$ cat src/rtl/vga_mode_sequencer_pkg.sv
// Shared mode codes, per-cycle action encoding and wrap-around step helpers
// for the VGA mode sequencer.
package vga_mode_sequencer_pkg;

  localparam int unsigned MODE_BAR    = 1;
  localparam int unsigned MODE_CHAR   = 2;
  localparam int unsigned MODE_CUSTOM = 3;

  typedef enum logic [2:0] {
    ActNone,
    ActSel,
    ActSelErr,
    ActCancel,
    ActNext,
    ActPrev,
    ActAuto
  } mode_act_e;

  function automatic int unsigned wrap_inc(input int unsigned cur_mode,
                                           input int unsigned base,
                                           input int unsigned num);
    return (cur_mode >= base + num - 1) ? base : cur_mode + 1;
  endfunction

  function automatic int unsigned wrap_dec(input int unsigned cur_mode,
                                           input int unsigned base,
                                           input int unsigned num);
    return (cur_mode <= base) ? base + num - 1 : cur_mode - 1;
  endfunction

endpackage

$ cat src/rtl/vga_mode_sequencer_btn_debounce.sv
// Button conditioner: 2-flop synchroniser, stable-level counter and a
// one-cycle rising-edge pulse on the accepted level.
module vga_mode_sequencer_btn_debounce #(
  parameter int unsigned DEBOUNCE_CYC = 1_000_000
) (
  input  logic sys_clk,
  input  logic sys_rst_n,
  input  logic i_btn_raw,
  output logic o_btn_level,
  output logic o_btn_rise
);

  localparam int unsigned     CNT_W    = $clog2(DEBOUNCE_CYC + 1);
  localparam logic [CNT_W-1:0] CNT_LAST = CNT_W'(DEBOUNCE_CYC - 1);

  logic [1:0]       r_sync;
  logic [CNT_W-1:0] r_cnt;
  logic             r_level;
  logic             r_rise;
  logic             w_diff;
  logic             w_accept;

  assign w_diff   = r_sync[1] ^ r_level;
  // The new level is accepted once it has differed for DEBOUNCE_CYC cycles in a row.
  assign w_accept = w_diff && (r_cnt == CNT_LAST);

  always_ff @(posedge sys_clk or negedge sys_rst_n) begin
    if (!sys_rst_n) begin
      r_sync  <= '0;
      r_cnt   <= '0;
      r_level <= 1'b0;
      r_rise  <= 1'b0;
    end else begin
      r_sync <= {r_sync[0], i_btn_raw};
      r_cnt  <= (!w_diff || w_accept) ? '0 : r_cnt + CNT_W'(1);
      if (w_accept) begin
        r_level <= r_sync[1];
      end
      r_rise <= w_accept && r_sync[1];
    end
  end

  assign o_btn_level = r_level;
  assign o_btn_rise  = r_rise;

endmodule

$ cat src/rtl/vga_mode_sequencer.sv
// Display-mode selector: prioritised direct select, next/prev buttons and an
// auto-cycle timer drive a registered mode code plus change/error pulses.
module vga_mode_sequencer
  import vga_mode_sequencer_pkg::*;
#(
  parameter int unsigned NUM_MODES      = MODE_CUSTOM - MODE_BAR + 1,
  parameter int unsigned MODE_W         = 2,
  parameter int unsigned MODE_BASE      = MODE_BAR,
  parameter int unsigned RESET_MODE     = MODE_BAR,
  parameter int unsigned DEBOUNCE_CYC   = 1_000_000,
  parameter int unsigned AUTO_CYCLE_CYC = 50_000_000
) (
  input  logic              sys_clk,
  input  logic              sys_rst_n,
  input  logic              i_btn_next,
  input  logic              i_btn_prev,
  input  logic              i_auto_en,
  input  logic              i_sel_valid,
  input  logic [MODE_W-1:0] i_sel_mode,
  output logic [MODE_W-1:0] o_mode_out,
  output logic              o_mode_chg,
  output logic              o_sel_err
);

  localparam int unsigned      MODE_LAST = MODE_BASE + NUM_MODES - 1;
  localparam logic [MODE_W:0]  SEL_LO    = (MODE_W + 1)'(MODE_BASE);
  localparam logic [MODE_W:0]  SEL_HI    = (MODE_W + 1)'(MODE_LAST);
  localparam int unsigned      AUTO_W    = $clog2(AUTO_CYCLE_CYC + 1);
  localparam logic [AUTO_W-1:0] AUTO_LAST = AUTO_W'(AUTO_CYCLE_CYC - 1);

  logic [MODE_W-1:0] r_mode;
  logic              r_chg;
  logic              r_err;
  logic [AUTO_W-1:0] r_auto_cnt;

  logic              w_next_rise;
  logic              w_prev_rise;
  logic [1:0]        w_btn_level_unused;
  logic [MODE_W:0]   w_sel_ext;
  logic              w_sel_in_range;
  logic              w_auto_tick;
  logic              w_timer_clr;
  mode_act_e         w_act;
  logic [MODE_W-1:0] w_mode_nxt;

  vga_mode_sequencer_btn_debounce #(
    .DEBOUNCE_CYC(DEBOUNCE_CYC)
  ) u_deb_next (
    .sys_clk    (sys_clk),
    .sys_rst_n  (sys_rst_n),
    .i_btn_raw  (i_btn_next),
    .o_btn_level(w_btn_level_unused[0]),
    .o_btn_rise (w_next_rise)
  );

  vga_mode_sequencer_btn_debounce #(
    .DEBOUNCE_CYC(DEBOUNCE_CYC)
  ) u_deb_prev (
    .sys_clk    (sys_clk),
    .sys_rst_n  (sys_rst_n),
    .i_btn_raw  (i_btn_prev),
    .o_btn_level(w_btn_level_unused[1]),
    .o_btn_rise (w_prev_rise)
  );

  // Widened by one bit so the upper bound cannot overflow.
  assign w_sel_ext      = {1'b0, i_sel_mode};
  assign w_sel_in_range = (w_sel_ext >= SEL_LO) && (w_sel_ext <= SEL_HI);
  assign w_auto_tick    = i_auto_en && (r_auto_cnt == AUTO_LAST);

  always_comb begin
    w_act = ActNone;
    if (i_sel_valid) begin
      w_act = w_sel_in_range ? ActSel : ActSelErr;
    end else if (w_next_rise && w_prev_rise) begin
      w_act = ActCancel;
    end else if (w_next_rise) begin
      w_act = ActNext;
    end else if (w_prev_rise) begin
      w_act = ActPrev;
    end else if (w_auto_tick) begin
      w_act = ActAuto;
    end
  end

  always_comb begin
    w_mode_nxt = r_mode;
    unique case (w_act)
      ActSel:           w_mode_nxt = i_sel_mode;
      ActNext, ActAuto: w_mode_nxt = MODE_W'(wrap_inc(32'(r_mode), MODE_BASE, NUM_MODES));
      ActPrev:          w_mode_nxt = MODE_W'(wrap_dec(32'(r_mode), MODE_BASE, NUM_MODES));
      default:          ;
    endcase
  end

  // Manual actions restart the dwell so auto mode never steps right after a user choice.
  assign w_timer_clr = !i_auto_en || w_auto_tick ||
                       (w_act == ActSel) || (w_act == ActNext) || (w_act == ActPrev);

  always_ff @(posedge sys_clk or negedge sys_rst_n) begin
    if (!sys_rst_n) begin
      r_mode     <= MODE_W'(RESET_MODE);
      r_chg      <= 1'b0;
      r_err      <= 1'b0;
      r_auto_cnt <= '0;
    end else begin
      r_mode     <= w_mode_nxt;
      r_chg      <= (w_mode_nxt != r_mode);
      r_err      <= (w_act == ActSelErr);
      r_auto_cnt <= w_timer_clr ? '0 : r_auto_cnt + AUTO_W'(1);
    end
  end

  assign o_mode_out = r_mode;
  assign o_mode_chg = r_chg;
  assign o_sel_err  = r_err;

endmodule

$ cat config.mk
export PLATFORM = sky130hd
export DESIGN_NAME = vga_mode_sequencer
export DESIGN_NICKNAME = d
export VERILOG_FILES = /design/src/rtl/vga_mode_sequencer_pkg.sv /design/src/rtl/vga_mode_sequencer_btn_debounce.sv /design/src/rtl/vga_mode_sequencer.sv
export SDC_FILE = /design/constraint.sdc
export NUM_CORES = 1
export LEC_CHECK = 0
export CAP_MARGIN = 25
export CORE_MARGIN = 3
export CORE_UTILIZATION = 35
export DETAILED_ROUTE_END_ITERATION = 8
export SLEW_MARGIN = 5
export SYNTH_ARGS = -nofsm -noshare
export SYNTH_HDL_FRONTEND = slang
export SYNTH_SLANG_ARGS = --single-unit
$ cat constraint.sdc
create_clock -name sys_clk -period 2.4 [get_ports sys_clk]
set_clock_uncertainty 0.05 [all_clocks]
set_input_delay 0.48 -clock sys_clk [delete_from_list [all_inputs] [get_ports sys_clk]]
set_output_delay 0.48 -clock sys_clk [all_outputs]
set_load 0.005 [all_outputs]
-- After elaboration in Yosys (flattened, before gate mapping)
Cells that the tools add are included.
- bitwise operators: 2
- multipliers: 0
- divide/modulo/power cells: 0
- magnitude comparators: 4
- mux-type cells: 12
- equality and inequality tests: 9
- shift-type cells: 0
- $add $sub $neg: 5
- reductions and logical operators: 17
- operator list (kind ; count):
    $add 20x1->20 const B ; 2
    $eq 20x20->1 const B ; 2
    $mux 20 ; 2
    $add 26x1->26 const B ; 1
    $eq 26x26->1 const B ; 1
    $mux 26 ; 1
    $mux 3 ; 5
    $eq 3x3->1 const B ; 3
    $logic_and 1x1->1 ; 7
    $logic_or 1x1->1 ; 6
    $mux 2 ; 3
    $pmux 2 s3 ; 1
    $eq 3x1->1 const B ; 1
    $eq 3x2->1 const B ; 1
    $logic_not 1->1 ; 3
    $add 2x1->2 const B ; 1
    $ge 2x1->1 const B ; 1
    $ge 2x2->1 const B ; 1
    $le 2x1->1 const B ; 1
    $le 2x2->1 const B ; 1
    $ne 2x2->1 ; 1
    $reduce_or 2->1 ; 1
    $sub 2x1->2 const B ; 1
    $xor 1x1->1 ; 2
- register bits: 78
- bits in latches: 0
- memory bits (read-only): 0
- word-level logic and storage cells: 61
- memories kept: 0
- memory bits (writable): 0
- input bits: 8
- output and inout bits: 4

-- Logic depth before layout (Yosys ltp)
- word-level depth: 12
- gate-level depth with buffers: 8

-- By module
From an unflattened synthesis, not the netlist that was laid out.
- cell total of the unflattened synthesis: 391
- area total of the unflattened synthesis: 3915.0 µm²
- modules (own cells, without submodules) (module ; instances ; cells an instance ; area each (µm²) ; sequential area each (µm²)):
    vga_mode_sequencer_btn_debounce ; 2 ; 109 ; 1128.6 ; 600.6
    vga_mode_sequencer ; 1 ; 173 ; 1657.8 ; 752.0

-- Worst setup path after synthesis
Ideal clock, no wire load.
- path type: register -> register
- start: reg r_mode[0] (netlist: o_mode_out[0])
- end: reg r_chg (netlist: o_mode_chg)
- data required time: 2.226 ns
- slack: 0.103 ns
- arrival time: 2.124 ns
- stages on the path, launching flop included: 9
- path through: dfstp_2 > inv_1 > ha_1 > nor4b_1 > a221oi_1 > o311a_4 > a31oi_4 > xnor2_1 > a211o_1
- longest elaborated chain between the ends: 4
- elaborated cells on any way between the ends: 8
- ends and longest elaborated chain (what ; line ; source):
    from (decl) ; vga_mode_sequencer.sv:31 ; logic [MODE_W-1:0] r_mode;
    from (signal assigned) ; vga_mode_sequencer.sv:102 ; r_mode <= MODE_W'(RESET_MODE);
    from (signal assigned) ; vga_mode_sequencer.sv:107 ; r_mode <= w_mode_nxt;
    $sub 2x1->2 (tied with other cells) ; vga_mode_sequencer_pkg.sv:28 ; return (cur_mode <= base) ? base + num - 1 : cur_mode - 1;
    $mux 2 (on tied branches) ; vga_mode_sequencer_pkg.sv:28, vga_mode_sequencer_pkg.sv:22 ;
    $pmux 2 s3 (*) ; vga_mode_sequencer.sv:88 ; unique case (w_act)
    net w_mode_nxt[1] ; vga_mode_sequencer.sv:44 ; logic [MODE_W-1:0] w_mode_nxt;
    $ne 2x2->1 (*) ; vga_mode_sequencer.sv:108 ; r_chg <= (w_mode_nxt != r_mode);
    to (signal assigned) ; vga_mode_sequencer.sv:108 ;
    to (decl) ; vga_mode_sequencer.sv:32 ; logic r_chg;
The timed path passes the listed nets; every way through them passes the cells marked *.
A chain may end at the register's enable or synchronous reset.

-- Final worst setup path
- start: reg r_auto_cnt[9]
- end: reg r_chg (netlist: o_mode_chg)
- longest elaborated chain between the ends: 11
- elaborated cells on any way between the ends: 14
- ends and longest elaborated chain (what ; line ; source):
    from (decl) ; vga_mode_sequencer.sv:34 ; logic [AUTO_W-1:0] r_auto_cnt;
    from (signal assigned) ; vga_mode_sequencer.sv:110 ; r_auto_cnt <= w_timer_clr ? '0 : r_auto_cnt + AUTO_W'(1);
    $eq 26x26->1 (*) ; vga_mode_sequencer.sv:69 ; assign w_auto_tick = i_auto_en && (r_auto_cnt == AUTO_LAST);
    $logic_and 1x1->1 (*) ; vga_mode_sequencer.sv:69 ;
    $mux 3 (*) ; vga_mode_sequencer.sv:81 ; end else if (w_auto_tick) begin
    $mux 3 (*) ; vga_mode_sequencer.sv:79 ; end else if (w_prev_rise) begin
    $mux 3 (*) ; vga_mode_sequencer.sv:77 ; end else if (w_next_rise) begin
    $mux 3 (*) ; vga_mode_sequencer.sv:75 ; end else if (w_next_rise && w_prev_rise) begin
    $mux 3 (*) ; vga_mode_sequencer.sv:73 ; if (i_sel_valid) begin
    $eq 3x3->1 ; vga_mode_sequencer.sv:88 ;
    $reduce_or 2->1 ; vga_mode_sequencer.sv:88 ;
    $pmux 2 s3 (*) ; vga_mode_sequencer.sv:88 ;
    net w_mode_nxt[1] ; vga_mode_sequencer.sv:44 ;
    $ne 2x2->1 (*) ; vga_mode_sequencer.sv:108 ;
Marked as above.

==> metrics <==
min Tclk post-route 2.34 ns; post-DR vias/cell 4.85; Ports 12; crit path launch r_auto_cnt[9]$_DFF_PN0_; CTS tree yes; post-synthesis simple-gate area fraction between 20% and 30%; Req. time, crit path roughly 2.6 ns; max_slew headroom roughly half; startpoint types flop; setup TNS 0 ns; Reg power frac a little over half; P per Cell Area a little under 600 nW/um^2; #FFs+latches synth approximately 80; filler instances just over 1000; Pleak approximately 1.8 nW; Post-DRT Antenna Nets 0; Initial Utilization 36.2%; vias in the first global route ~2600; top cell type by total area after synthesis dfrtp_1; die area ~12000 sq um; Syn Area/Cell 10.0 sq um; layout cells sized above 1 under 10%; ANT cells 0; Setup WS post-layout ~0.058 ns; first-pass GRT wire length between 10 and 15 mm; mux cell area share after synthesis less than 1%; GR peak layer met2; met1 Use GR 16.6%; XOR/XNOR Fraction of Synth Area 14.2%; routability cong. 0.794; Synth Area in Adders between 1.5 and 2%; VDD IR max roughly 0.37 mV; routed length per placed instance around 12 microns; gr ovfl total 0; count of different cell masters after synthesis between 40 and 50; final hold vios 0; RSZ-0062 raised after global routing true; CP Max Fanout 4; YS warnings 0; Arr. time, crit path 2.53 ns; CTS Buf Count 9; final WL around 6.8 mm; Nets 418; Slew Viols, Final 0; largest net degree at the start of global routing 59; Die W 110 microns; CTS Sinks ~80; clock latency on the worst-skew pair between 0.3 and 0.4 ns; post-synthesis sequential area ratio about half; Synth Net Count around 390; DRC viols 0; pre-CTS setup slack -0.0294 ns; kind of critical path flop to flop; crit share post-route 97.6%; status completed; Gate power share 6.2%; top-area cell type share of the netlist area 51.3%; Setup violations, final 0; Reg clk slew, reported paths roughly 0.08 ns; number of synthesized flops with an enable pin 0; final cell count without fillers approximately 550; Rows 37; Pwr Total around 0.0025 W; clock network power share about two fifths; Crit. End Element flop; Post-synth top flop dfrtp_1; Setup crit end o_mode_chg$_DFF_PN0_; Iteration-0 DRC Markers 144; Die Span Y approximately 110 microns; Synth area leaders dfrtp_1 51%, xor2_1 7.9%, nor2_1 7.5%, xnor2_1 6.3%, nand3_1 4.4%; Synth Area in Compound Gates under 10%; max_cap viols 0; DRT Pass-1 Iters 4; highest clock rate between 400 and 500 MHz; port bufs 11; switch share approximately a quarter; M2 GR Usage about 21%; worst min path class primary input to async pin; cell-internal power roughly 0.0019 W; largest family of logic cells by synthesized area simple AND/OR/NAND/NOR gates; R2R cell count 6; HPWL after DPL approximately 4.8 mm; Worst R2R Start r_auto_cnt[9]$_DFF_PN0_; # placed instances 529; clk buf depth 2; initial antenna violation count 0; Total Routing Usage GR 12.7%; reg-to-reg setup timing slack a little under 0.06 ns; total core area a little over 10000 sq um; asr flop ratio synth 100%; mapped cell area 3760 sq um; worst reg2reg endpoint o_mode_chg$_DFF_PN0_; Global Route met3 Usage ~3.2%; Root Driver clkbuf_8; area delta synth->final 15.3%; CTS HTree Levels 3; total number of vias around 2600; Slew @ Worst Pin approximately 0.73 ns; Switch Pwr 0.000604 W; cells after synthesis roughly 370
[kinds of logic (layout without fill, tap and decap cells)]
logic type,count (synthesis),after routing
xor+xnor,61,61
flops,78,78
mux,2,2
simple gates,194,194
fa+ha+maj,6,6
compound gates,17,17
buf+inv,16,51
[metal layers]
metal / up-vias / routed length [microns]
met5: - / 0
met3: 6 / 166
li1: 1331 / -
met1: 1282 / 3360
met4: 0 / 75
met2: 25 / 3200
[power groups by stage]
stage	combinational [W]	clock (W)	sequential, W
floorplan	0.0000753	0	0.00138
global placement	0.000156	0	0.00138
finish	0.000156	0.00102	0.00135
detailed placement	0.000160	0	0.00138
global route	0.000178	0.00111	0.00136
CTS	0.000161	0.00105	0.00136
[sequential cells by signal (all words and copies together) (netlist names)]
register / cells
u_deb_prev.o_btn_level: 1
u_deb_next.o_btn_rise: 1
r_auto_cnt: 26
u_deb_prev.r_sync: 2
u_deb_next.r_cnt: 20
o_mode_out: 2
u_deb_next.o_btn_level: 1
o_sel_err: 1
u_deb_prev.r_cnt: 20
u_deb_next.r_sync: 2
o_mode_chg: 1
u_deb_prev.o_btn_rise: 1
[timing repair]
item / in CTS / in global routing
setup buffers: 0 / 0
gates resized for setup: 0 / 1
hold buffers: 0 / 0
setup endpoints to repair: 0 / 20
[through the flow]
stage          cell area, sq um  utilization [%]  hold slack, ns
2_1_floorplan              3760                -           0.134
6_report                   4330             41.8           0.129
4_1_cts                    4320             41.7           0.155
3_3_place_gp               4120             39.7           0.290
3_5_place_dp               4120             39.7           0.295
5_1_grt                    4330             41.8           0.185
[final cells by class]
| cell class | instances | area, sq um | share of cell area [%] |
|---|---|---|---|
| Timing Repair Buffer | 26 | 220 | 5.09 |
| Inverter | 9 | 33.8 | 0.780 |
| Clock inverter | 6 | 66.3 | 1.53 |
| Multi-Input combinational cell | 280 | 1750 | 40.4 |
| Clock buffer | 10 | 138 | 3.18 |
| Tap cell | 136 | 170 | 3.93 |
| Sequential cell | 78 | 1950 | 45.1 |
[synth_stat cells (5+ instances only)]
cell type	n
ha_1	6
a21oi_1	5
nor2_1	75
clkbuf_1	5
xor2_1	34
xnor2_1	27
and3_1	13
inv_1	9
nand3_1	33
nand2_1	24
dfrtp_1	77
nand4_1	7
nor3_1	11
[how the worst min path moves through the flow]
stage,start,end,slack (ns),depth (start not counted)
global route,sys_rst_n,o_mode_out[1]$_DFF_PN0_,0.19,1
finish,sys_rst_n,o_mode_out[1]$_DFF_PN0_,0.13,1
global placement,u_deb_next.r_sync[0]$_DFF_PN0_,u_deb_next.r_sync[1]$_DFF_PN0_,0.29,0
floorplan,sys_rst_n,o_mode_chg$_DFF_PN0_,0.13,0
detailed placement,u_deb_next.r_sync[0]$_DFF_PN0_,u_deb_next.r_sync[1]$_DFF_PN0_,0.29,0
CTS,sys_rst_n,o_mode_chg$_DFF_PN0_,0.16,1
[worst max-delay path: stages (launching register included)]
cell	delay, ns
dfrtp_1	0.40
or4_1	0.52
or4_4	0.48
o311a_4	0.34
a31oi_4	0.16
xnor2_1	0.08
a211o_1	0.22
[placed cells by master (no fill, tap or decap), types with 4 or more instances in the layout]
master           Yosys  layout
a21oi_1              5       5
and3_1              13      13
buf_4                0      16
clkbuf_8             0      10
clkdlybuf4s50_1      0      10
dfrtp_1             77      77
ha_1                 6       6
inv_1                9       9
nand2_1             24      24
nand3_1             33      33
nand4_1              7       7
nor2_1              75      75
nor3_1              11      11
nor3b_1              4       4
nor4_1               4       4
xnor2_1             27      27
xor2_1              34      34
No activity file was read; power rests on OpenSTA's default activity.
